`config.mk`:
```
export PLATFORM = sky130hd
export DESIGN_NAME = up_sample_affine_controller
export DESIGN_NICKNAME = d
export VERILOG_FILES = /design/src/rtl/up_sample_affine_controller_pkg.sv /design/src/rtl/up_sample_affine_controller_counter.sv /design/src/rtl/up_sample_affine_controller.sv
export SDC_FILE = /design/constraint.sdc
export NUM_CORES = 1
export LEC_CHECK = 0
export ABC_AREA = 1
export BUFFER_PORTS_ARGS = -buffer_cell sky130_fd_sc_hd__buf_4
export CORE_MARGIN = 2
export CORE_UTILIZATION = 45
export CTS_BUF_LIST = sky130_fd_sc_hd__clkbuf_2 sky130_fd_sc_hd__clkbuf_4 sky130_fd_sc_hd__clkbuf_8
export DETAILED_ROUTE_END_ITERATION = 7
export HOLD_SLACK_MARGIN = 0.1
export SYNTH_ARGS = -nofsm -noshare
export SYNTH_HDL_FRONTEND = slang
export SYNTH_SLANG_ARGS = --single-unit
```
`constraint.sdc`:
```
create_clock -name clk -period 2.3 [get_ports clk]
set_input_delay 0.575 -clock clk [delete_from_list [all_inputs] [get_ports clk]]
set_output_delay 0.575 -clock clk [all_outputs]
set_load 0.03 [all_outputs]
```
`src/rtl/up_sample_affine_controller_pkg.sv`:
```
// Shared types for the unified-buffer schedule controllers.
//   CTRL_W       width of each loop-nest coordinate
//   NDIMS        depth of the loop nest
//   ctrl_state_t controller FSM states
//   ctrl_var_t   one loop-nest coordinate
package ub_ctrl_pkg;

  localparam int unsigned CTRL_W = 16;
  localparam int unsigned NDIMS  = 3;

  typedef enum logic [1:0] {
    IDLE,
    DELAY,
    RUN,
    DONE
  } ctrl_state_t;

  typedef logic [CTRL_W-1:0] ctrl_var_t;

endpackage

```
`src/rtl/up_sample_affine_controller_counter.sv`:
```
// One dimension of the affine loop nest: a wrapping counter over 0..EXTENT-1.
//   clk, rst_n  clock / asynchronous active-low reset
//   inc         advance by one (wraps to 0 from EXTENT-1)
//   clr         synchronous clear to 0, has priority over inc
//   value       current coordinate
//   at_last     value == EXTENT-1
module affine_loop_counter
  import ub_ctrl_pkg::*;
#(
  parameter int unsigned EXTENT = 1
) (
  input  logic              clk,
  input  logic              rst_n,
  input  logic              inc,
  input  logic              clr,
  output logic [CTRL_W-1:0] value,
  output logic              at_last
);

  assign at_last = (value == ctrl_var_t'(EXTENT - 1));

  always_ff @(posedge clk or negedge rst_n) begin
    if (!rst_n) begin
      value <= '0;
    end else if (clr) begin
      value <= '0;
    end else if (inc) begin
      value <= at_last ? '0 : value + ctrl_var_t'(1);
    end
  end

endmodule

```
`src/rtl/up_sample_affine_controller.sv`:
```
// Schedule generator for one port of an up_sample unified buffer. Walks a
// 3-deep rectangular loop nest (d0 outermost, d2 innermost) and emits one
// point every II cycles after a START_DELAY lead-in.
//   clk, rst_n  clock / asynchronous active-low reset
//   flush       synchronous schedule restart (overrides stall)
//   stall       freeze all progress this cycle
//   valid       wen/ren strobe for the buffer port
//   ctrl_vars   current loop-nest point, [0]=d0 .. [2]=d2
//   last        valid point is the final point of the nest
//   done        nest complete; held until flush or reset
module up_sample_affine_controller
  import ub_ctrl_pkg::*;
#(
  parameter int unsigned EXTENT_0    = 1,
  parameter int unsigned EXTENT_1    = 128,
  parameter int unsigned EXTENT_2    = 128,
  parameter int unsigned START_DELAY = 0,
  parameter int unsigned II          = 1
) (
  input  logic              clk,
  input  logic              rst_n,
  input  logic              flush,
  input  logic              stall,
  output logic              valid,
  output logic [CTRL_W-1:0] ctrl_vars [NDIMS-1:0],
  output logic              last,
  output logic              done
);

  ctrl_state_t state, state_nxt;
  ctrl_var_t   delay_cnt;
  ctrl_var_t   ii_cnt;
  logic        at_last0, at_last1, at_last2;
  logic        adv;

  // The final point must not advance the counters: they hold (E0-1,E1-1,E2-1)
  // in DONE instead of wrapping d0 past its extent.
  assign adv = valid && !last;

  affine_loop_counter #(.EXTENT(EXTENT_0)) u_d0 (
    .clk     (clk),
    .rst_n   (rst_n),
    .inc     (adv && at_last2 && at_last1),
    .clr     (flush),
    .value   (ctrl_vars[0]),
    .at_last (at_last0)
  );

  affine_loop_counter #(.EXTENT(EXTENT_1)) u_d1 (
    .clk     (clk),
    .rst_n   (rst_n),
    .inc     (adv && at_last2),
    .clr     (flush),
    .value   (ctrl_vars[1]),
    .at_last (at_last1)
  );

  affine_loop_counter #(.EXTENT(EXTENT_2)) u_d2 (
    .clk     (clk),
    .rst_n   (rst_n),
    .inc     (adv),
    .clr     (flush),
    .value   (ctrl_vars[2]),
    .at_last (at_last2)
  );

  always_ff @(posedge clk or negedge rst_n) begin
    if (!rst_n) begin
      state <= IDLE;
    end else begin
      state <= state_nxt;
    end
  end

  // With no lead-in the flush jumps straight to RUN so the first point lands
  // on the first cycle after flush drops.
  always_comb begin
    state_nxt = state;
    if (flush) begin
      state_nxt = (START_DELAY == 0) ? RUN : DELAY;
    end else if (!stall) begin
      case (state)
        DELAY:   if (32'(delay_cnt) + 32'd1 == START_DELAY) state_nxt = RUN;
        RUN:     if (last) state_nxt = DONE;
        default: state_nxt = state;
      endcase
    end
  end

  always_ff @(posedge clk or negedge rst_n) begin
    if (!rst_n) begin
      delay_cnt <= '0;
      ii_cnt    <= '0;
    end else if (flush) begin
      delay_cnt <= '0;
      ii_cnt    <= '0;
    end else if (!stall) begin
      if (state == DELAY) delay_cnt <= delay_cnt + ctrl_var_t'(1);
      if (state == RUN) ii_cnt <= (ii_cnt == ctrl_var_t'(II - 1)) ? '0 : ii_cnt + ctrl_var_t'(1);
    end
  end

  always_comb begin
    valid = (state == RUN) && (ii_cnt == '0) && !stall && !flush;
    last  = valid && at_last0 && at_last1 && at_last2;
    done  = (state == DONE);
  end

endmodule
```
### Word-level counts from Yosys, hierarchy flattened

Cells that the tools add are included.

* bits in registers: 82
* logic and storage cells: 65

* $add $sub $neg: 6
* equal/unequal tests: 8
* muxes and demuxes: 21
* reductions and logical operators: 24

Operators with widths (number)
* 2-to-1 mux 16 bit: 16
* adder 16 x 1 -> 16 bit (second input constant): 5
* == test 16 x 7 -> 1 bit (second input constant): 2
* logical NOT 16 bit: 2
* logical NOT 32 bit: 1
* adder 16 x 1 -> 17 bit (second input constant): 1
* nonzero test 2 bit: 5
* logical AND 1 bit: 9
* 2-to-1 mux 2 bit: 4
* != test 3 bit (second input constant): 2
* == test 2 bit (second input constant): 2
* one-hot mux 2 bit (2 select lines): 1
* AND reduction 2 bit: 2
* AND reduction 4 bit: 1
* logical NOT 1 bit: 3
* nonzero test 3 bit: 1
* == test 2 x 1 -> 1 bit (second input constant): 1
* != test 2 bit (second input constant): 1

### Depth between registers and ports, before layout

Gate-level depths: netlist (run 1).

* word-level depth: 13
* gate-level depth with buffers: 14
* mapped depth without buffers: 14

### Cells and area by module

From an unflattened synthesis (run 1), not the netlist that was laid out.

* cell total of the unflattened synthesis: 772
* area total of the unflattened synthesis: 5283.8 um2

By module, submodules not included
* up_sample_affine_controller: instances 1, cells each 304, area an instance 2127.0 um2, seq. area each 850.8 um2
* affine_loop_counter at u_d1: instances 1, cells each 162, area an instance 1064.8 um2, seq. area each 400.4 um2
* affine_loop_counter at u_d2: instances 1, cells each 157, area an instance 1047.3 um2, seq. area each 400.4 um2
* affine_loop_counter at u_d0: instances 1, cells each 149, area an instance 1044.8 um2, seq. area each 400.4 um2

### Least setup slack after synthesis (run 1)

No wires, ideal clock.

* path type: register -> output
* start point: register u_d2.value[1]
* end point: output port last
* arrival time: 2.189 ns
* required time: 1.725 ns
* slack: -0.464 ns
* stages on the path, launching flop included: 7
* path buffers: 0
* path through: dfrtp_1 ha_1 nand2_2 nor2_4 nand2_2 nor4_1 nor3b_1

* longest elaborated chain between the ends: 2

Ends and longest elaborated chain
* start, declared: line up_sample_affine_controller_counter.sv:16 `output logic [CTRL_W-1:0] value,`
* start signal, assigned: line up_sample_affine_controller_counter.sv:28 `value <= at_last ? '0 : value + ctrl_var_t'(1);`
* == test 16 x 7 -> 1 bit: line up_sample_affine_controller_counter.sv:20 `assign at_last = (value == ctrl_var_t'(EXTENT - 1));`
* logical AND 1 bit: line up_sample_affine_controller.sv:105 `last = valid && at_last0 && at_last1 && at_last2;`
* end, declared: line up_sample_affine_controller.sv:26 `output logic last,`

No other way between the ends.

### Final worst setup path (run 1)

* start point: register ii_cnt[5]
* end point: output port last

* longest elaborated chain between the ends: 7

Ends and longest elaborated chain
* start, declared: line up_sample_affine_controller.sv:32 `ctrl_var_t ii_cnt;`
* start signal, assigned: line up_sample_affine_controller.sv:99 `if (state == RUN) ii_cnt <= (ii_cnt == ctrl_var_t'(II - 1)) ? '0 : ii_cnt + ctrl_var_t'(1);`
* logical NOT 16 bit: line up_sample_affine_controller.sv:104 `valid = (state == RUN) && (ii_cnt == '0) && !stall && !flush;`
* logical AND 1 bit (3 in a row): line up_sample_affine_controller.sv:104
* logical AND 1 bit (3 in a row): line up_sample_affine_controller.sv:105

No other way between the ends.

==> results of run 1 <==
state kept, by name, indices dropped and copies added, names as in the netlist:
name and flops:
delay_cnt 16, state 2, ii_cnt 16, u_d0.value 16
u_d1.value 16, u_d2.value 16
metrics by stage:
stage          instances  util [%]  setup slack, ps  TNS, ps  hold slack, ps
2_1_floorplan        760         -            17.55        0           279.4
3_3_place_gp         979     52.14           -92.98   -92.98           483.5
3_5_place_dp         979     52.14           -182.3   -182.3           501.7
4_1_cts             1009     55.34           -212.6   -530.8           504.2
5_1_grt             1023     57.03           -386.2   -423.6           539.8
6_report            1023     57.03           -256.6   -256.6           511.4
area by class of cell:
type	count	area (sq um)	share of cell area (%)
clock inverters	2	35.03	0.5179
inverters	106	397.9	5.882
multi-input cells	561	3034	44.86
well taps	147	183.9	2.719
repair buffers	111	884.6	13.08
flip-flops and latches	82	2054	30.37
clock buffers	14	173.9	2.571
worst max path at each step:
| stage | from | to | slack (ps) | cells past startpoint |
|---|---|---|---|---|
| 2_1_floorplan | flush | last | 20 | 6 |
| 3_3_place_gp | flush | last | -90 | 8 |
| 3_5_place_dp | flush | last | -180 | 8 |
| 4_1_cts | u_d2.value[0] | last | -210 | 7 |
| 6_report | ii_cnt[5] | last | -260 | 7 |
| 5_1_grt | ii_cnt[1] | last | -390 | 8 |
placed cells by master (no fill, tap or decap), drive strengths merged:
cell type and count:
nand4 32, a211oi 1, buf 110, nand2 198
nor3b 1, o22ai 11, clkinv 2, nor4 5
nand3b 1, a21oi 12, or3 1, o31ai 7
or2 4, nand3 74, o21ai 68, dfrtp 82
ha 8, xor2 21, dlygate4sd3 1, bufinv 1
a22oi 1, inv 105, nor2 81, clkbuf 14
nor3 35
power by group through the flow:
stage | clock, W | combinational, W | sequential (W)
2_1_floorplan | 0 | 0.000153 | 0.00156
3_3_place_gp | 0 | 0.000331 | 0.00151
3_5_place_dp | 0 | 0.000334 | 0.00151
4_1_cts | 0.00117 | 0.000355 | 0.00148
5_1_grt | 0.00124 | 0.000411 | 0.00149
6_report | 0.00113 | 0.000376 | 0.00148
cells by family (layout without fill, tap and decap cells):
kind of cell	Yosys count	count (layout)
adder cells (fa/ha/maj)	8	8
buffers and inverters	121	233
XOR/XNOR	21	21
AND/OR/NAND/NOR	428	432
AO/OA/AOI/OAI	100	100
flip-flops	82	82
metal layers:
metal | vias to the layer above | share of wire, % | global-route usage [%]
met2 | 124 | 49 | 38.80
met3 | 19 | 3.6 | 4.251
met1 | 2624 | 46 | 30.76
met5 | - | 0 | 0
met4 | 0 | 1.5 | 7.073
li1 | 2729 | - | -
repair_timing:
action,4_1_cts,5_1_grt
buffers inserted,13,13
endpoints found under the setup margin,2,50
pin swaps,9,14
cloned,0,4
hold buffers,1,0
gates resized for setup,16,26
endpoints found under the hold margin,14,0
worst max-delay path, delay by kind of cell, from the launching register on:
kind          cells  cell delay (ps)
buf+inv           2              270
simple gates      5              930
flops             1              400
==> results.ini, run 1 <==
[floorplan]
die_y_um=113.7
top_level_ports=55
start_util_pct=45.63
std_cell_rows=40
coreArea_sq_um=11860
dieArea_sq_um=12920
die-width_um=113.7

[yosys]
yosysTopAreaCellShare_pct=37.91
yosysTopAreaCell=dfrtp_1
ys_ff_latch=82
yosys_warnings=0
synth_top_family_by_area=simple AND/OR/NAND/NOR gates
netlist_top_cells_count=nand2_1, inv_1, dfrtp_1
synth_mux_area_share_pct=0
synth_compound_area_share_pct=11.44
synth-simple-area-share_pct=36.01
yosysMostFrequentCell=nand2_1
synth-edff-count=0
avgSynthCellArea_sq_um=7.122
ys_seq_area_share_pct=37.91
async_reset_ff_share_pct=100.0
netlist_top_cells_area=dfrtp_1, nand2_1, inv_1, nand3_1, nor2_1
synth_xor_area_share_pct=3.398
synth_cells=760
synth_ff_type=dfrtp_1
yosysUniqueCellTypes=38
synth_fa_ha_area_share_pct=1.849
synth_area_sq_um=5413
synth_nets=772

[timing]
relSlewSlack_pct=67.13
skew_ps=10.74
fin_crit_ps=2557
rsz0062_at_grt=yes
layout_setup_ws_ps=-256.6
worst_pin_slew_ps=488.5
finalSetupViolations=1
post-route-period-util_pct=111.2
max_freq_ghz=0.3911
hold_violations=0
drv_slew=0

[global_route]
grt_max_degree=41
overflow=0
grtUsageTotal_pct=23.19
grt_pass1_vias=5212
antenna_found_initial=0
grt_pass1_wl_mm=24.45

[clock_network]
cts_root_buf=clkbuf_8
cts_tree=yes
cts_buffers=9
htree_levels=3
clk_path_buf_depth=2
clock-sinks=82
path_clk_slew_ps=80
clkLatencyLatePin_ps=380

[worst_setup_path]
r2r_cells=15
worst_setup_path_start_kind=register
reg2reg_to=u_d0.value[6]
arrival_ps=1980
slowest_delay_ps=400
cp.required_ps=1730
r2r_start=state[0]
crit_path_end_kind=output pin
path_max_fanout=3
critPathSlowestCell=dfrtp_1
r2r_slack_ps=160
critical_path.cell_chain=inv_1, nand4_1, nor2_2, nand2_2, nor4_4, nor3b_4, buf_6
critPathKind=register to output pin

[status]
violations=setup timing
outcome=finished, violations left

[power_and_ir_drop]
p_per_area_nw_per_um2=442.7
ir_drop_mv=0.2095
power_switching_w=0.0008055
intPower_w=0.002189
combinationalPowerShare_pct=12.5
p_leak_nw=3.088
p_total_w=0.002994
clockPowerShare_pct=37.9
swShare_pct=26.90
seq_power_share_pct=49.6

[drt]
viasPerCell=5.372
drt_iter0_drc=311
drcViolationCount=0
dr.pass1.iters=7
wl_per_cell_um=14.41
route.final.wire_length_mm=14.75
num_vias=5496
ant_nets=0

[place]
place_area_sq_um=6185
dp_hpwl_mm=10.37
gp_congestion=0.9279
portBuffers=54

[worst_hold_path]
min_to=state[1]
hold_path_class=register to register
hold_depth=2
min-delay-start=state[1]

[final_layout]
layout-drive-gt1-share_pct=22.95
fillCellCount=1111
area_growth_pct=24.97
n_antenna_cell=0
final_area_sq_um=6764
nets=883

[job]
drv_cap=0

No activity file was read; power rests on OpenSTA's default activity.
==> inputs of run 2 (changes only) <==
- BUFFER_PORTS_ARGS: -buffer_cell sky130_fd_sc_hd__buf_4 -> -buffer_cell sky130_fd_sc_hd__buf_2
- CELL_PAD_IN_SITES_DETAIL_PLACEMENT: unset -> 1
- CELL_PAD_IN_SITES_GLOBAL_PLACEMENT: unset -> 2
- CORE_UTILIZATION: 45 -> 35
- PLACE_DENSITY_LB_ADDON: unset -> 0.1
==> run 2 against run 1 <==
Effect of this change: the flow still finishes with violations (setup timing); power rose by 8.0%; sequential power barely moved; flip-flop and latch count did not move.
==> results.ini, run 2 (synthesis results as in run 1) <==
[drt]
viasPerCell=5.249
route.final.wire_length_mm=18.00
num_vias=5653
drt_iter0_drc=303
wl_per_cell_um=16.71
dr.pass1.iters=4
drcViolationCount=0
ant_nets=0

[global_route]
grt_pass1_wl_mm=29.55
grt_max_degree=34
grt_pass1_vias=5849
antenna_found_initial=0
overflow=0
grtUsageTotal_pct=22.58

[timing]
layout_setup_ws_ps=-157.1
relSlewSlack_pct=64.89
worst_pin_slew_ps=522.6
post-route-period-util_pct=106.8
fin_crit_ps=2457
skew_ps=15.53
drv_slew=0
max_freq_ghz=0.4070
finalSetupViolations=1
rsz0062_at_grt=yes
hold_violations=0

[final_layout]
final_common_cell=nand2_1
layout-drive-gt1-share_pct=24.52
area_growth_pct=25.31
nets=896
fillCellCount=1931
final_util_pct=44.78
final_area_sq_um=6783
layout.cells.most_common_list=nand2_1, inv_1, dfrtp_1
n_antenna_cell=0

[clock_network]
clock-sinks=82
cts_buffers=9
clkLatencyLatePin_ps=390
clk_path_buf_depth=2
path_clk_slew_ps=90
cts_root_buf=clkbuf_8
htree_levels=3
cts_tree=yes

[status]
violations=setup timing
outcome=finished, violations left

[power_and_ir_drop]
p_leak_nw=3.148
intPower_w=0.002352
clockPowerShare_pct=43.0
p_per_area_nw_per_um2=476.6
combinationalPowerShare_pct=11.2
seq_power_share_pct=45.8
ir_drop_mv=0.3002
power_switching_w=0.0008812
swShare_pct=27.26

[worst_setup_path]
arrival_ps=1880
worst_setup_path_start_kind=register
slowest_delay_ps=410
r2r_slack_ps=180
critPathSlowestCell=dfrtp_1
critical_path.cell_chain=inv_2, nand4_1, nor2_2, nand2_2, nor4_4, nor3b_4, buf_6
cp.required_ps=1730
crit_path_end_kind=output pin
path_max_fanout=2
critPathKind=register to output pin

[floorplan]
std_cell_rows=45
top_level_ports=55
start_util_pct=35.74
coreArea_sq_um=15150
dieArea_sq_um=16480
die_y_um=128.4
die-width_um=128.4

[job]
drv_cap=0

[place]
dp_hpwl_mm=13.20
place_ws_ps=-202.0
gp_congestion=0.8355
place_area_sq_um=6261
portBuffers=54

[worst_hold_path]
hold_path_class=input pin to asynchronous set/reset pin

run 2: cell type report:
cell class                      count  area [sq um]  share of cell area (%)
Multi-Input combinational cell    558          2982                   43.96
Sequential cell                    82          2056                   30.31
Clock inverter                      4         98.84                   1.457
Timing Repair Buffer              127         858.3                   12.65
Inverter                          106         400.4                   5.903
Clock buffer                       12         152.6                   2.250
Tap cell                          188         235.2                   3.468
run 2: routing by layer:
layer	vias up	wire length, um	track usage [%]
met5	-	0	0
met4	0	291	7.046
met3	20	559	2.620
met2	83	8453	36.86
met1	2807	8698	31.50
li1	2743	-	-
run 2: what timing repair did:
item,CTS,global route
gates cloned,0,1
hold buffers,0,0
resized for setup,24,20
setup endpoints to repair,2,18
pin swaps,11,2
buffers inserted,13,6
run 2: power by group through the flow:
stage                     registers [W]  logic (W)  clock network, W
final                           0.00148   0.000362           0.00139
after detailed placement        0.00151   0.000346                 0
after global routing            0.00148   0.000400           0.00146
after global placement          0.00151   0.000340                 0
after CTS                       0.00148   0.000361           0.00142
after floorplan                 0.00156   0.000153                 0
run 2: final timing paths:
path                               start             end  depth (start not counted)
max in group asynchronous          rst_n  u_d1.value[13]                          2
min reg2reg                u_d0.value[3]   u_d0.value[3]                          2
min in group clk           u_d0.value[3]   u_d0.value[3]                          2
max reg2reg                u_d2.value[1]   u_d0.value[2]                         13
min                                rst_n  u_d0.value[10]                          1
max                           ii_cnt[10]            last                          7
run 2: per-stage QoR:
step	cells	total power (W)	setup TNS, ps	hold slack [ps]
2_1_floorplan	760	0.001710	0	279.4
3_3_place_gp	1041	0.001846	-196.4	464.8
3_5_place_dp	1041	0.001853	-202.0	498.4
4_1_cts	1070	0.003261	-196.9	149.3
5_1_grt	1077	0.003343	-392.1	172.5
6_report	1077	0.003233	-157.1	142.5
run 2: critical path: cells and delay by family (launching register included):
kind / cells / cell delay (ps)
buffers and inverters: 2 / 230
DFF: 1 / 410
and+or+nand+nor: 5 / 860
